==> config.mk <==
export PLATFORM = sky130hd
export DESIGN_NAME = pixel_fetch_ctrl
export DESIGN_NICKNAME = d
export VERILOG_FILES = /design/src/rtl/pixel_fetch_ctrl.sv
export SDC_FILE = /design/constraint.sdc
export NUM_CORES = 1
export LEC_CHECK = 0
export ABC_AREA = 1
export BUFFER_PORTS_ARGS = -buffer_cell sky130_fd_sc_hd__buf_4
export CAP_MARGIN = 40
export CELL_PAD_IN_SITES_DETAIL_PLACEMENT = 1
export CELL_PAD_IN_SITES_GLOBAL_PLACEMENT = 1
export CORE_UTILIZATION = 40
export CTS_BUF_LIST = sky130_fd_sc_hd__clkbuf_2
export DETAILED_ROUTE_END_ITERATION = 7
export HOLD_SLACK_MARGIN = 0.15
export PLACE_DENSITY_LB_ADDON = 0.1
export SLEW_MARGIN = 25
export SYNTH_ARGS = -nofsm -noshare
export SYNTH_HDL_FRONTEND = slang
export SYNTH_SLANG_ARGS = --single-unit
export TNS_END_PERCENT = 10
==> constraint.sdc <==
create_clock -name clk -period 1.7 [get_ports clk]
set_input_delay 0.255 -clock clk [delete_from_list [all_inputs] [get_ports clk]]
set_output_delay 0.255 -clock clk [all_outputs]
set_load 0.01 [all_outputs]
==> src/rtl/pixel_fetch_ctrl.sv <==
// Pixel fetch controller: single-address fetches or whole-frame streams from a
// synchronous memory, with a tag pipeline realigning index/last flags to returning data.
module pixel_fetch_ctrl #(
  parameter int ADDR_W  = 10,
  parameter int PIX_W   = 8,
  parameter int OUT_W   = 16,
  parameter int NUM_PIX = 784,
  parameter int RD_LAT  = 2,
  parameter int SHIFT   = 0
) (
  input  logic              clk,
  input  logic              rst_n,
  input  logic              mode,
  input  logic              req,
  input  logic [ADDR_W-1:0] pixel_idx,
  input  logic              start,
  output logic [ADDR_W-1:0] mem_addr,
  input  logic [PIX_W-1:0]  mem_dout,
  output logic              pix_valid,
  output logic [OUT_W-1:0]  pix_data,
  output logic [ADDR_W-1:0] pix_idx_out,
  output logic              frame_done,
  output logic              busy
);

  localparam logic [ADDR_W-1:0] LAST_IDX = ADDR_W'(NUM_PIX - 1);
  localparam int EXT_W = PIX_W + SHIFT;

  typedef enum logic [1:0] {IDLE, SINGLE, STREAM} state_t;

  state_t            state_reg, state_next;
  logic [ADDR_W-1:0] mem_addr_reg, mem_addr_next;
  logic [2:0]        cnt_reg, cnt_next;
  logic              issue, stream_issue, issue_last;

  logic [RD_LAT:0]   valid_pipe_reg, valid_pipe_next;
  logic [RD_LAT:0]   last_pipe_reg, last_pipe_next;
  logic [ADDR_W-1:0] idx_pipe_reg  [RD_LAT+1];
  logic [ADDR_W-1:0] idx_pipe_next [RD_LAT+1];
  logic              pipe_busy;

  logic              pix_valid_reg, frame_done_reg;
  logic [OUT_W-1:0]  pix_data_reg;
  logic [ADDR_W-1:0] pix_idx_reg;
  logic [EXT_W-1:0]  pix_shifted;
  logic [OUT_W-1:0]  pix_fmt;

  // The stream FSM returns to IDLE while reads are still in flight, so busy
  // also covers the draining tag pipeline.
  assign pipe_busy = |valid_pipe_reg;
  assign busy      = (state_reg != IDLE) || pipe_busy;

  always_comb begin
    state_next    = state_reg;
    mem_addr_next = mem_addr_reg;
    cnt_next      = cnt_reg;
    issue         = 1'b0;
    stream_issue  = 1'b0;
    unique case (state_reg)
      IDLE: begin
        if (!pipe_busy) begin
          if (!mode && req) begin
            mem_addr_next = pixel_idx;
            issue         = 1'b1;
            cnt_next      = '0;
            state_next    = SINGLE;
          end else if (mode && start) begin
            mem_addr_next = '0;
            issue         = 1'b1;
            stream_issue  = 1'b1;
            state_next    = STREAM;
          end
        end
      end
      SINGLE: begin
        if (cnt_reg == 3'(RD_LAT)) begin
          state_next = IDLE;
        end else begin
          cnt_next = cnt_reg + 3'd1;
        end
      end
      STREAM: begin
        if (mem_addr_reg == LAST_IDX) begin
          state_next = IDLE;
        end else begin
          mem_addr_next = mem_addr_reg + 1'b1;
          issue         = 1'b1;
          stream_issue  = 1'b1;
        end
      end
      default: state_next = IDLE;
    endcase
    issue_last = stream_issue && (mem_addr_next == LAST_IDX);
  end

  always_ff @(posedge clk) begin
    if (!rst_n) begin
      state_reg    <= IDLE;
      mem_addr_reg <= '0;
      cnt_reg      <= '0;
    end else begin
      state_reg    <= state_next;
      mem_addr_reg <= mem_addr_next;
      cnt_reg      <= cnt_next;
    end
  end

  // Stage 0 is loaded alongside mem_addr; stage RD_LAT lines up with mem_dout.
  assign valid_pipe_next[0] = issue;
  assign last_pipe_next[0]  = issue_last;
  assign idx_pipe_next[0]   = issue ? mem_addr_next : idx_pipe_reg[0];

  for (genvar gi = 1; gi <= RD_LAT; gi++) begin : g_tag
    assign valid_pipe_next[gi] = valid_pipe_reg[gi-1];
    assign last_pipe_next[gi]  = last_pipe_reg[gi-1];
    assign idx_pipe_next[gi]   = idx_pipe_reg[gi-1];
  end

  always_ff @(posedge clk) begin
    if (!rst_n) begin
      valid_pipe_reg <= '0;
      last_pipe_reg  <= '0;
      for (int i = 0; i <= RD_LAT; i++) begin
        idx_pipe_reg[i] <= '0;
      end
    end else begin
      valid_pipe_reg <= valid_pipe_next;
      last_pipe_reg  <= last_pipe_next;
      idx_pipe_reg   <= idx_pipe_next;
    end
  end

  assign pix_shifted = EXT_W'(mem_dout) << SHIFT;

  if (EXT_W > OUT_W) begin : g_sat
    assign pix_fmt = (|pix_shifted[EXT_W-1:OUT_W]) ? '1 : pix_shifted[OUT_W-1:0];
  end else begin : g_nosat
    assign pix_fmt = OUT_W'(pix_shifted);
  end

  always_ff @(posedge clk) begin
    if (!rst_n) begin
      pix_valid_reg  <= 1'b0;
      frame_done_reg <= 1'b0;
      pix_data_reg   <= '0;
      pix_idx_reg    <= '0;
    end else begin
      pix_valid_reg  <= valid_pipe_reg[RD_LAT];
      frame_done_reg <= valid_pipe_reg[RD_LAT] && last_pipe_reg[RD_LAT];
      if (valid_pipe_reg[RD_LAT]) begin
        pix_data_reg <= pix_fmt;
        pix_idx_reg  <= idx_pipe_reg[RD_LAT];
      end
    end
  end

  assign mem_addr    = mem_addr_reg;
  assign pix_valid   = pix_valid_reg;
  assign frame_done  = frame_done_reg;
  assign pix_data    = pix_data_reg;
  assign pix_idx_out = pix_idx_reg;

endmodule

==> metrics.md, run 1 <==
| Metric | Value |
|---|---|
| Hold Worst Slack | `about 170 ps` |
| Finished Core Util | `53.4%` |
| Starting Density | `41.6%` |
| Most common cell after layout, fill and taps aside | `nand2_1` |
| Synthesized area per cell | `7.31 µm²` |
| Core box area | `7290 µm²` |
| Gr usage total | `21.5%` |
| Area contributors post-synth | `dfxtp_1 (47%), nand2_1 (12%), nor2_1 (9.4%)` |
| Peak supply drop | `0.514 mV` |
| Maximum buffer depth of the clock tree | `2` |
| Max Clock Freq | `between 600 and 700 MHz` |
| Seq/Total Area, Yosys | `about 47%` |
| Switching Fraction | `31.4%` |
| Root Buffer | `clkbuf_2` |
| CP startpoint kind | `flip-flop` |
| RSZ-0062 raised after global routing | `true` |
| Syn Inst Count | `415` |
| Distinct cells, synth | `27` |
| Reg clk slew, reported paths | `around 220 ps` |
| # rows | `31` |
| CP Data Arrival Time | `2080 ps` |
| Placed Area | `about 3500 µm²` |
| Die area | `7930 µm²` |
| Met3 usage | `5.54%` |
| Gate power share | `23.8%` |
| Synth area leader | `dfxtp_1` |
| Pre-antenna DRT Iters | `4` |
| Clock share of power | `27.2%` |
| Data required, critical path | `roughly 2100 ps` |
| Net count, final | `522` |
| Met2 usage | `37.6%` |
| Final setup TNS | `0 ps` |
| Total power | `3.92 mW` |
| Multi-input gate area | `1330 µm²` |
| Final wirelength | `8070 µm` |
| CP delay by family, top | `simple AND/OR/NAND/NOR gates` |
| Grt met1 use | `26.0%` |
| Max-slew violations | `0` |
| Hpwl dp | `5790 µm` |
| Top-area cell type share of the netlist area | `46.9%` |
| Slowest CP cell | `dfxtp_4` |
| Post-route cell area | `3900 µm²` |
| Yosys reg bits | `71` |
| Clk sinks | `just over 70` |
| Min Tclk post-route | `1640 ps` |
| Io pins | `62` |
| GPL Wtd Cong | `0.855` |
| Busiest grt layer | `met2` |
| First-pass GRT wire length | `around 13000 µm` |
| H-tree depth | `3` |
| P_sw | `1.23 mW` |
| Int Power | `between 2 and 3 mW` |
| GRT Residual Overflow | `0` |
| Buffers on Ports | `53` |
| P per Cell Area | `1010 nW/µm²` |
| Routed Antenna Nets | `0` |
| Largest register FFs | `20` |
| Dpl cells | `567` |
| Crit path max fanout | `5` |
| Fillers | `969` |
| Setup Crit Path Kind | `reg2reg` |
| DRT iter0 DRCs | `110` |
| Initial antenna violation count | `0` |
| Num CTS Buffers | `9` |
| Syn Std Cell Area | `3030 µm²` |
| Worst-case clock skew | `42.7 ps` |
| Hold Vio Cnt, Final | `0` |
| CTS tree | `yes` |
| Hold crit path type | `in2reg` |
| Wire length per cell | `13.5 µm` |
| Die Ht | `89.1 µm` |
| Vias per inst | `~4.7` |
| Slowest stage delay, CP | `420 ps` |
| Flop pwr share | `49.0%` |
| Final worst path period share | `96.5%` |
| Layout area overhead | `28.6%` |
| Clk_lat worst skew | `500 ps` |
| Non-Filler Instances | `599` |
| Reg2Reg Setup Slack | `60 ps` |
| Share of layout cells above drive strength 1 | `26.2%` |
| Final worst slack | `59.4 ps` |
| Die W | `roughly 89 µm` |
| Commonest cells after routing, fill and taps aside | `nand2_1 (90), nor2_1 (74), buf_4 (70), dfxtp_1 (64), inv_1 (52)` |
| Register area | `1440 µm²` |
| Buf+Inv Stages, Crit Path | `0` |
| Max_cap viols | `0` |
| N_diodes | `0` |
| Setup WS pre-CTS | `-66.2 ps` |
| Setup Viol. Count Final | `0` |
| Status | `finished, final reports clean` |
| Leak | `between 2 and 2.5 nW` |
| Cell Chain, Critical Path | `ha_4, nand3_2, nor2_4, nand2_4, nand3_1, nand2_1, nor2_2, nand2_1, nor2_2, nand2_1, nor2_2` |
| Syn. warnings | `0` |
| Vias in the first global route | `2827` |
| Largest net degree at the start of global routing | `47` |
| Drt drc | `0` |
| Critical Path End Type | `flip-flop` |
| Total number of vias | `2805` |
==> power by group through the flow <==
stage	registers, mW	clock network [mW]	logic (mW)
after floorplan	1.95	0	0.522
after global placement	1.94	0	0.817
after detailed placement	1.95	0	0.833
after CTS	1.92	1.10	0.876
after global routing	1.94	1.16	1.05
final	1.92	1.07	0.932
==> final timing paths <==
check	startpoint	end	cells past startpoint
worst max-delay path	mem_addr[1]	last_pipe_reg[0]	11
worst max register to register	mem_addr[1]	last_pipe_reg[0]	11
worst min-delay path	rst_n	mem_addr[2]	3
worst min register to register	idx_pipe_next[2]	idx_pipe_reg[2]	2
==> per-layer routing <==
metal | up-vias | part of all wire (%)
met5 | - | 0
met4 | 0 | 1.3
met1 | 1325 | 45
li1 | 1409 | -
met2 | 59 | 50
met3 | 12 | 3.9
==> worst reg2reg max path, delay by kind of cell (launching register included) <==
family / cells / cell delay [ps]
flip-flops: 1 / 420
adder cells (fa/ha/maj): 1 / 150
AND/OR/NAND/NOR: 10 / 1020
==> Yosys cell counts <==
| master | instances |
|---|---|
| o21ai_0 | 24 |
| buf_4 | 8 |
| nor2_1 | 76 |
| inv_2 | 4 |
| buf_6 | 3 |
| nand2_4 | 3 |
| nor2_8 | 1 |
| nand2_2 | 1 |
| nand4_1 | 2 |
| nor2_4 | 5 |
| conb_1 | 1 |
| o22a_1 | 1 |
| ha_1 | 3 |
| buf_2 | 1 |
| o21ai_1 | 2 |
| clkbuf_1 | 8 |
| a21oi_1 | 15 |
| a211oi_1 | 1 |
| nor2_2 | 8 |
| inv_1 | 53 |
| xor2_1 | 2 |
| nand3_1 | 22 |
| nand2_1 | 93 |
| inv_4 | 1 |
| nand3b_1 | 1 |
| nand3_2 | 5 |
| dfxtp_1 | 71 |
==> layout make-up <==
class | instances | share of cell area, %
inverter | 58 | 5.65
clock buffer | 9 | 1.16
multi-input combinational | 273 | 34.1
timing repair buffer | 83 | 16.9
tap | 99 | 3.18
clock inverter | 6 | 2.18
sequential | 71 | 36.8
==> cell families (layout without fill, tap and decap cells) <==
kind of cell / Yosys count / after routing / synth area share [%]
AND/OR/NAND/NOR: 217 / 217 / 32.4
buffers and inverters: 78 / 156 / 11.5
AO/OA/AOI/OAI: 43 / 43 / 7.31
adder cells (fa/ha/maj): 3 / 3 / 1.24
other: 1 / 8 / 0.124
XOR/XNOR: 2 / 2 / 0.578
flip-flops: 71 / 71 / 46.9
==> timing repair <==
item / CTS / global route
setup endpoints to repair: 7 / 13
buffers inserted: 1 / 5
pin swaps: 1 / 5
hold buffers: 11 / 0
endpoints found under the hold margin: 15 / 0
resized for setup: 8 / 15
Note: power is estimated with default switching activity, not from simulation.
==> run 2, diff against run 1 <==
--- a/config.mk
+++ b/config.mk
@@ -10,7 +10,7 @@
 export CAP_MARGIN = 40
 export CELL_PAD_IN_SITES_DETAIL_PLACEMENT = 1
 export CELL_PAD_IN_SITES_GLOBAL_PLACEMENT = 1
-export CORE_UTILIZATION = 40
+export CORE_UTILIZATION = 43
 export CTS_BUF_LIST = sky130_fd_sc_hd__clkbuf_2
 export DETAILED_ROUTE_END_ITERATION = 7
 export HOLD_SLACK_MARGIN = 0.15
@@ -19,4 +19,4 @@
 export SYNTH_ARGS = -nofsm -noshare
 export SYNTH_HDL_FRONTEND = slang
 export SYNTH_SLANG_ARGS = --single-unit
-export TNS_END_PERCENT = 10
+export TNS_END_PERCENT = 100
==> constraint.sdc (replaced) <==
create_clock -name clk -period 1.9 [get_ports clk]
set_input_delay 0.285 -clock clk [delete_from_list [all_inputs] [get_ports clk]]
set_output_delay 0.285 -clock clk [all_outputs]
set_load 0.01 [all_outputs]
==> run 2 against run 1 <==
- combinational power fell by 17%
- via count fell by 0.32%
- power fell by 11%
- count of clock-buffer cells in the layout rose by 1
- worst setup slack improved by 80 ps
- design area fell by 2.2%
- hold slack improved by 86 ps
- die area fell by 6.8%
==> metrics.md, run 2 (synthesized netlist as in run 1, its figures left out) <==
| Metric | Value |
|---|---|
| Status | `finished, final reports clean` |
| Die Ht | `86.0 µm (-3.5%)` |
| Die area | `7390 µm² (-6.8%)` |
| Leak | `2.02 nW (-1.5%)` |
| Total power | `3.49 mW (-11%)` |
| # rows | `30 (-3.2%)` |
| Crit path max fanout | `6 (+1)` |
| Num CTS Buffers | `9 (unchanged)` |
| Dpl cells | `563 (-0.71%)` |
| Net count, final | `516 (-1.1%)` |
| Largest net degree at the start of global routing | `27 (-43%)` |
| Final wirelength | `8060 µm (about the same)` |
| Largest register FFs | `20 (unchanged)` |
| CTS tree | `yes` |
| Maximum buffer depth of the clock tree | `2 (unchanged)` |
| H-tree depth | `3 (unchanged)` |
| Core box area | `6790 µm² (-6.8%)` |
| Vias in the first global route | `2840 (+0.46%)` |
| N_diodes | `0 (unchanged)` |
| Clk_lat worst skew | `500 ps (about the same)` |
| Buf+Inv Stages, Crit Path | `0 (unchanged)` |
| Total number of vias | `2796 (-0.32%)` |
| Switching Fraction | `31.7% (+0.29 points)` |
| Peak supply drop | `0.533 mV (+3.7%)` |
| First-pass GRT wire length | `13300 µm (+3.7%)` |
| Final setup TNS | `0 ps (unchanged)` |
| Hold crit path type | `in2reg` |
| GPL Wtd Cong | `0.919 (+7.5%)` |
| Fillers | `895 (-7.6%)` |
| Min Tclk post-route | `1760 ps (+120 ps)` |
| RSZ-0062 raised after global routing | `false` |
| Non-Filler Instances | `591 (-1.3%)` |
| Most common cell after layout, fill and taps aside | `nand2_1` |
| P_sw | `1.11 mW (-10%)` |
| Buffers on Ports | `53 (unchanged)` |
| Clock share of power | `28.7% (+1.5 points)` |
| CP startpoint kind | `flip-flop` |
| Gate power share | `22.1% (-1.7 points)` |
| CP delay by family, top | `simple AND/OR/NAND/NOR gates` |
| CP Data Arrival Time | `2220 ps (+140 ps)` |
| Int Power | `2.38 mW (-11%)` |
| Gr usage total | `23.1% (+1.6 points)` |
| Worst-case clock skew | `24.1 ps (-18.5 ps)` |
| Io pins | `62 (unchanged)` |
| Flop pwr share | `49.2% (+0.2 points)` |
| Starting Density | `44.6% (+3.0 points)` |
| Pre-antenna DRT Iters | `4 (unchanged)` |
| Hold Vio Cnt, Final | `0 (unchanged)` |
| Layout area overhead | `25.8%` |
| Max Clock Freq | `568 MHz (-6.8%)` |
| Routed Antenna Nets | `0 (unchanged)` |
| Root Buffer | `clkbuf_2` |
| Max_cap viols | `0 (unchanged)` |
| P per Cell Area | `915 nW/µm² (-9.1%)` |
| Placed Area | `3540 µm² (-0.32%)` |
| Initial antenna violation count | `0 (unchanged)` |
| Hold Worst Slack | `259 ps (+85.8 ps)` |
| DRT iter0 DRCs | `85 (-23%)` |
| Reg clk slew, reported paths | `200 ps (-20 ps)` |
| Cell Chain, Critical Path | `ha_2, nand3_2, nor2_4, nand3_1, o21ai_0, nor2_1, nor2_1, nand3_1, nor2_2` |
| Share of layout cells above drive strength 1 | `22.8% (-3.4 points)` |
| Hpwl dp | `6000 µm (+3.6%)` |
| Final worst path period share | `92.6% (-3.9 points)` |
| Commonest cells after routing, fill and taps aside | `nand2_1 (93), nor2_1 (76), dfxtp_1 (69), buf_4 (65), inv_1 (53)` |
| Die W | `86.0 µm (-3.5%)` |
| Post CTS Setup Buffer Count | `0 (-1)` |
| Clk sinks | `71 (unchanged)` |
| Slowest CP cell | `dfxtp_2` |
| Drt drc | `0 (unchanged)` |
| Data required, critical path | `2360 ps (+220 ps)` |
| Wire length per cell | `13.6 µm (+1.3%)` |
| Setup Viol. Count Final | `0 (unchanged)` |
| Max-slew violations | `0 (unchanged)` |
| Setup Crit Path Kind | `reg2reg` |
| Slowest stage delay, CP | `420 ps (about the same)` |
| GRT Residual Overflow | `0 (unchanged)` |
| Critical Path End Type | `flip-flop` |
| Vias per inst | `4.73 (+1.0%)` |
| Post-route cell area | `3810 µm² (-2.2%)` |
[run 2: tightest hold or removal path: stages]
cell and delay (ps):
buf_4 80, nand2_1 50, nand2_1 80, inv_1 50, nand3_2 90, nand2_1 70, inv_1 50
[run 2: timing repair]
| item | 4_1_cts | 5_1_grt |
|---|---|---|
| endpoints found under the hold margin | 14 | 0 |
| hold buffers | 12 | 0 |
| gates resized for setup | 0 | 5 |
| endpoints found under the setup margin | 0 | 3 |
[run 2: layer usage]
layer | global-route usage (%) | share of wire, %
met5 | 0 | 0
met4 | 4.55 | 0.94
met3 | 5.87 | 4.0
met2 | 42.3 | 51
met1 | 27.3 | 44
[run 2: path summary, 6_finish.rpt]
check             slack (ps)        startpoint  cells after the start                to
hold / removal           260      pixel_idx[9]                      7       mem_addr[9]
setup reg to reg         140       mem_addr[0]                      9  last_pipe_reg[0]
hold reg to reg          410  last_pipe_reg[1]                      2  last_pipe_reg[2]
setup / recovery         140       mem_addr[0]                      9  last_pipe_reg[0]
[run 2: through the flow]
step	setup WS, ps	utilization, %
6_report	140	56.1
5_1_grt	16.5	56.1
4_1_cts	16.0	55.9
3_5_place_dp	71.2	52.1
3_3_place_gp	108	52.1
2_1_floorplan	296	-
[run 2: power groups by stage]
stage	logic, mW	clock network, mW	registers [mW]
CTS	0.769	1.04	1.71
global route	0.861	1.11	1.74
finish	0.771	1.00	1.72
global placement	0.721	0	1.74
detailed placement	0.745	0	1.75
floorplan	0.467	0	1.75
[run 2: final cells by class]
type	count	area, µm²	share of cell area [%]
clock buffer	10	50.0	1.31
sequential	71	1420	37.3
timing repair buffer	77	608	15.9
clock inverter	6	92.6	2.43
inverter	58	220	5.77
multi-input combinational	273	1300	34.1
tap	96	120	3.15
==> run 3, diff against run 2 <==
--- a/config.mk
+++ b/config.mk
@@ -5,12 +5,11 @@
 export SDC_FILE = /design/constraint.sdc
 export NUM_CORES = 1
 export LEC_CHECK = 0
-export ABC_AREA = 1
 export BUFFER_PORTS_ARGS = -buffer_cell sky130_fd_sc_hd__buf_4
 export CAP_MARGIN = 40
 export CELL_PAD_IN_SITES_DETAIL_PLACEMENT = 1
 export CELL_PAD_IN_SITES_GLOBAL_PLACEMENT = 1
-export CORE_UTILIZATION = 43
+export CORE_UTILIZATION = 45
 export CTS_BUF_LIST = sky130_fd_sc_hd__clkbuf_2
 export DETAILED_ROUTE_END_ITERATION = 7
 export HOLD_SLACK_MARGIN = 0.15
==> constraint.sdc (replaced) <==
create_clock -name clk -period 1.9 [get_ports clk]
set_input_delay 0.57 -clock clk [delete_from_list [all_inputs] [get_ports clk]]
set_output_delay 0.57 -clock clk [all_outputs]
set_load 0.01 [all_outputs]
==> run 3 against run 2 <==
- the run now ends with negative setup slack left
- clock skew rose by 22 ps
- critical path depth fell by 3
- first-iteration DRC count rose by 140%
- register-to-register slack got worse by 380 ps
- sequential share of layout area fell by 2.6 points
- clock power fell by 24%
- count of clock-buffer cells in the layout fell by 1
- via count rose by 1.0%
- worst setup slack got worse by 380 ps
- sequential power fell by 2%
- critical path type unchanged
- critical endpoint unchanged
- highest routed layer unchanged
==> metrics.md, run 3 <==
| Metric | Value |
|---|---|
| Critical Path End Type | `flip-flop` |
| Register area | `1430 µm² (+0.44%)` |
| Crit. Startpoint | `valid_pipe_reg[1]` |
| First-pass GRT wire length | `13600 µm (+2.1%)` |
| Root Buffer | `clkbuf_2` |
| Data required, critical path | `2350 ps (about the same)` |
| Hold crit path type | `in2reg` |
| H-tree depth | `3 (unchanged)` |
| Number of flops mapped to enable cells by yosys | `0 (unchanged)` |
| CP Data Arrival Time | `2600 ps (+380 ps)` |
| Total power | `3.53 mW (+1.3%)` |
| Syn Inst Count | `301 (-27%)` |
| Asr flop ratio synth | `0% (unchanged)` |
| Share of layout cells above drive strength 1 | `43.5% (+21 points)` |
| Multi-input gate area | `1520 µm² (+17%)` |
| Reg clk slew, reported paths | `230 ps (+30 ps)` |
| Buf+Inv Stages, Crit Path | `0 (unchanged)` |
| CP startpoint kind | `flip-flop` |
| Net count, final | `435 (-16%)` |
| Total number of vias | `2825 (+1.0%)` |
| Vias per inst | `5.78 (+22%)` |
| Commonest cells after routing, fill and taps aside | `buf_4 (101), dfxtp_1 (64), nor2_1 (41), and2_1 (27), mux2i_1 (21)` |
| # rows | `28 (-6.7%)` |
| Most frequent cell after synthesis | `dfxtp_1` |
| Crit path max fanout | `6 (unchanged)` |
| Starting Density | `47.4% (+2.7 points)` |
| Buffers on Ports | `53 (unchanged)` |
| Syn. warnings | `0 (unchanged)` |
| Cell Chain, Critical Path | `or3_4, or4_4, a21oi_4, a221oi_2, or3b_1, nor4_2` |
| Non-Filler Instances | `489 (-17%)` |
| Die area | `6630 µm² (-10%)` |
| DRT iter0 DRCs | `208 (+140%)` |
| Io pins | `62 (unchanged)` |
| Gr usage total | `28.4% (+5.3 points)` |
| Distinct cells, synth | `46 (+70%)` |
| Setup Crit Path Kind | `reg2reg` |
| Reg2Reg Setup Slack | `-240 ps (-380 ps)` |
| Initial antenna violation count | `0 (unchanged)` |
| Drt drc | `0 (unchanged)` |
| Fillers | `675 (-25%)` |
| Max-slew violations | `0 (unchanged)` |
| Clk sinks | `71 (unchanged)` |
| Violated checks | `negative setup slack` |
| Final wirelength | `10900 µm (+35%)` |
| Dpl cells | `463 (-18%)` |
| Final worst slack | `-244 ps (-384 ps)` |
| Die W | `81.4 µm (-5.3%)` |
| Most common cell after layout, fill and taps aside | `buf_4` |
| Final worst path period share | `113% (+20 points)` |
| Maximum buffer depth of the clock tree | `2 (unchanged)` |
| Critical path depth | `6 (-3)` |
| Max Clock Freq | `466 MHz (-18%)` |
| Slowest CP cell | `or4_4` |
| CP delay by family, top | `simple AND/OR/NAND/NOR gates` |
| Area contributors post-synth | `dfxtp_1 (50%), mux2i_1 (7.4%), and2_1 (6.0%)` |
| Slowest stage delay, CP | `520 ps (+100 ps)` |
| Post-synth top flop | `dfxtp_1` |
| Worst r2r dst | `last_pipe_reg[0]` |
| Wire length per cell | `22.2 µm (+63%)` |
| GPL Wtd Cong | `0.957 (+4.1%)` |
| Synth cell count leaders | `dfxtp_1 (71), nor2_1 (45), and2_1 (27), mux2i_1 (21), nand2_1 (16)` |
| Largest net degree at the start of global routing | `30 (+11%)` |
| Vias in the first global route | `2665 (-6.2%)` |
| Largest register FFs | `20 (unchanged)` |
| Core box area | `5990 µm² (-12%)` |
| Routed Antenna Nets | `0 (unchanged)` |
| Pre-antenna DRT Iters | `5 (+1)` |
| Leak | `1.80 nW (-11%)` |
| Setup Viol. Count Final | `16 (+16)` |
| Max_cap viols | `0 (unchanged)` |
| Syn Std Cell Area | `2840 µm² (-6.4%)` |
| Die Ht | `81.4 µm (-5.3%)` |
| Yosys reg bits | `71 (unchanged)` |
| Status | `complete, but fails checks` |
| Hold_buf cts | `0 (-12)` |
| Hold Worst Slack | `277 ps (+18.4 ps)` |
| R2R Path Start | `valid_pipe_reg[1]` |
| Synth area leader | `dfxtp_1` |
| Finished Core Util | `68.6% (+12 points)` |
| RSZ-0062 raised after global routing | `true` |
| CP endpoint | `last_pipe_reg[0]` |
| Top-area cell type share of the netlist area | `50.1% (+3.2 points)` |
| Peak supply drop | `0.524 mV (-1.7%)` |
| Hold Vio Cnt, Final | `0 (unchanged)` |
| N_diodes | `0 (unchanged)` |
| Clk_lat worst skew | `520 ps (+20 ps)` |
| CTS tree | `yes` |
| Num CTS Buffers | `9 (unchanged)` |
| Synthesized area per cell | `9.43 µm² (+29%)` |
| Hpwl dp | `5960 µm (-0.65%)` |
| FF-to-FF path depth | `6 (-3)` |
| Worst-case clock skew | `46.2 ps (+22.1 ps)` |
| P per Cell Area | `860 nW/µm² (-6.0%)` |
| Seq/Total Area, Yosys | `50.1% (+3.2 points)` |
| GRT Residual Overflow | `0 (unchanged)` |
| Min Tclk post-route | `2140 ps (+384 ps)` |
| Layout area overhead | `44.9%` |
-- run 3: changes by cell type in the layout (fill, tap and decap cells not counted), moves of 8 or more --
cell | before | now
inv_1 | 53 | 9
buf_6 | 0 | 11
nand2_1 | 93 | 13
a211oi_2 | 0 | 8
a21oi_1 | 14 | 4
nand3_1 | 22 | 3
buf_4 | 65 | 101
nor2_1 | 76 | 41
dlygate4sd3_1 | 12 | 0
and2_1 | 0 | 27
mux2i_1 | 0 | 21
o21ai_0 | 24 | 2
-- run 3: kinds of logic (layout without fill, tap and decap cells) --
group	count (synthesis)	after routing	synth area share (%)
flip-flops	71	71	50.1
buffers and inverters	34	140	5.69
AND/OR/NAND/NOR	116	116	20.9
adder cells (fa/ha/maj)	3	3	1.32
other	1	8	0.132
multiplexers	24	24	8.60
AO/OA/AOI/OAI	46	46	11.4
XOR/XNOR	6	6	1.85
-- run 3: how the worst min path moves through the flow --
stage / to / cells after the start / start / slack [ps]
floorplan: idx_pipe_next[8] / 2 / idx_pipe_next[18] / 410
global placement: idx_pipe_reg[7] / 1 / idx_pipe_next[7] / 420
detailed placement: idx_pipe_reg[5] / 1 / idx_pipe_next[5] / 420
CTS: pix_data[1] / 3 / mem_dout[1] / 260
global route: pix_data[4] / 3 / mem_dout[4] / 270
finish: pix_data[4] / 3 / mem_dout[4] / 280
-- run 3: through the flow --
step | cell area (µm²) | TNS [ps] | worst slack (ps)
floorplan | 2880 | -281 | -206
finish | 4110 | -1860 | -244
global route | 4110 | -2530 | -315
global placement | 3650 | -1660 | -323
CTS | 3930 | -485 | -222
detailed placement | 3650 | -2360 | -316
-- run 3: final cells by class --
cell class | instances | area share (%)
Clock buffer | 9 | 1.10
Clock inverter | 7 | 1.13
Inverter | 9 | 0.822
Multi-Input combinational cell | 203 | 37.0
Sequential cell | 71 | 34.8
Tap cell | 75 | 2.28
Timing Repair Buffer | 115 | 22.9
-- run 3: routing by layer --
metal	global-route usage, %	wire, µm	up-vias
met5	0	0	-
met4	16.4	626	0
met3	6.89	663	64
met2	47.3	5320	169
met1	33.1	4250	1351
li1	-	-	1241
-- run 3: worst min-delay path, cell delays in order --
cell	delay, ps
buf_4	80
mux2i_1	60
nor2_1	80
-- run 3: report_power, final --
group	total (mW)	internal, mW	switching, mW
combinational	1.09	0.524	0.567
sequential	1.68	1.60	0.0764
clock	0.762	0.174	0.589
total	3.53	2.30	1.23
-- run 3: what timing repair did --
| action | in CTS | in global routing |
|---|---|---|
| endpoints found under the hold margin | 0 | 0 |
| setup buffers | 7 | 5 |
| endpoints found under the setup margin | 20 | 20 |
| gates cloned | 0 | 0 |
| gates resized for setup | 37 | 34 |
| pin swaps | 8 | 8 |
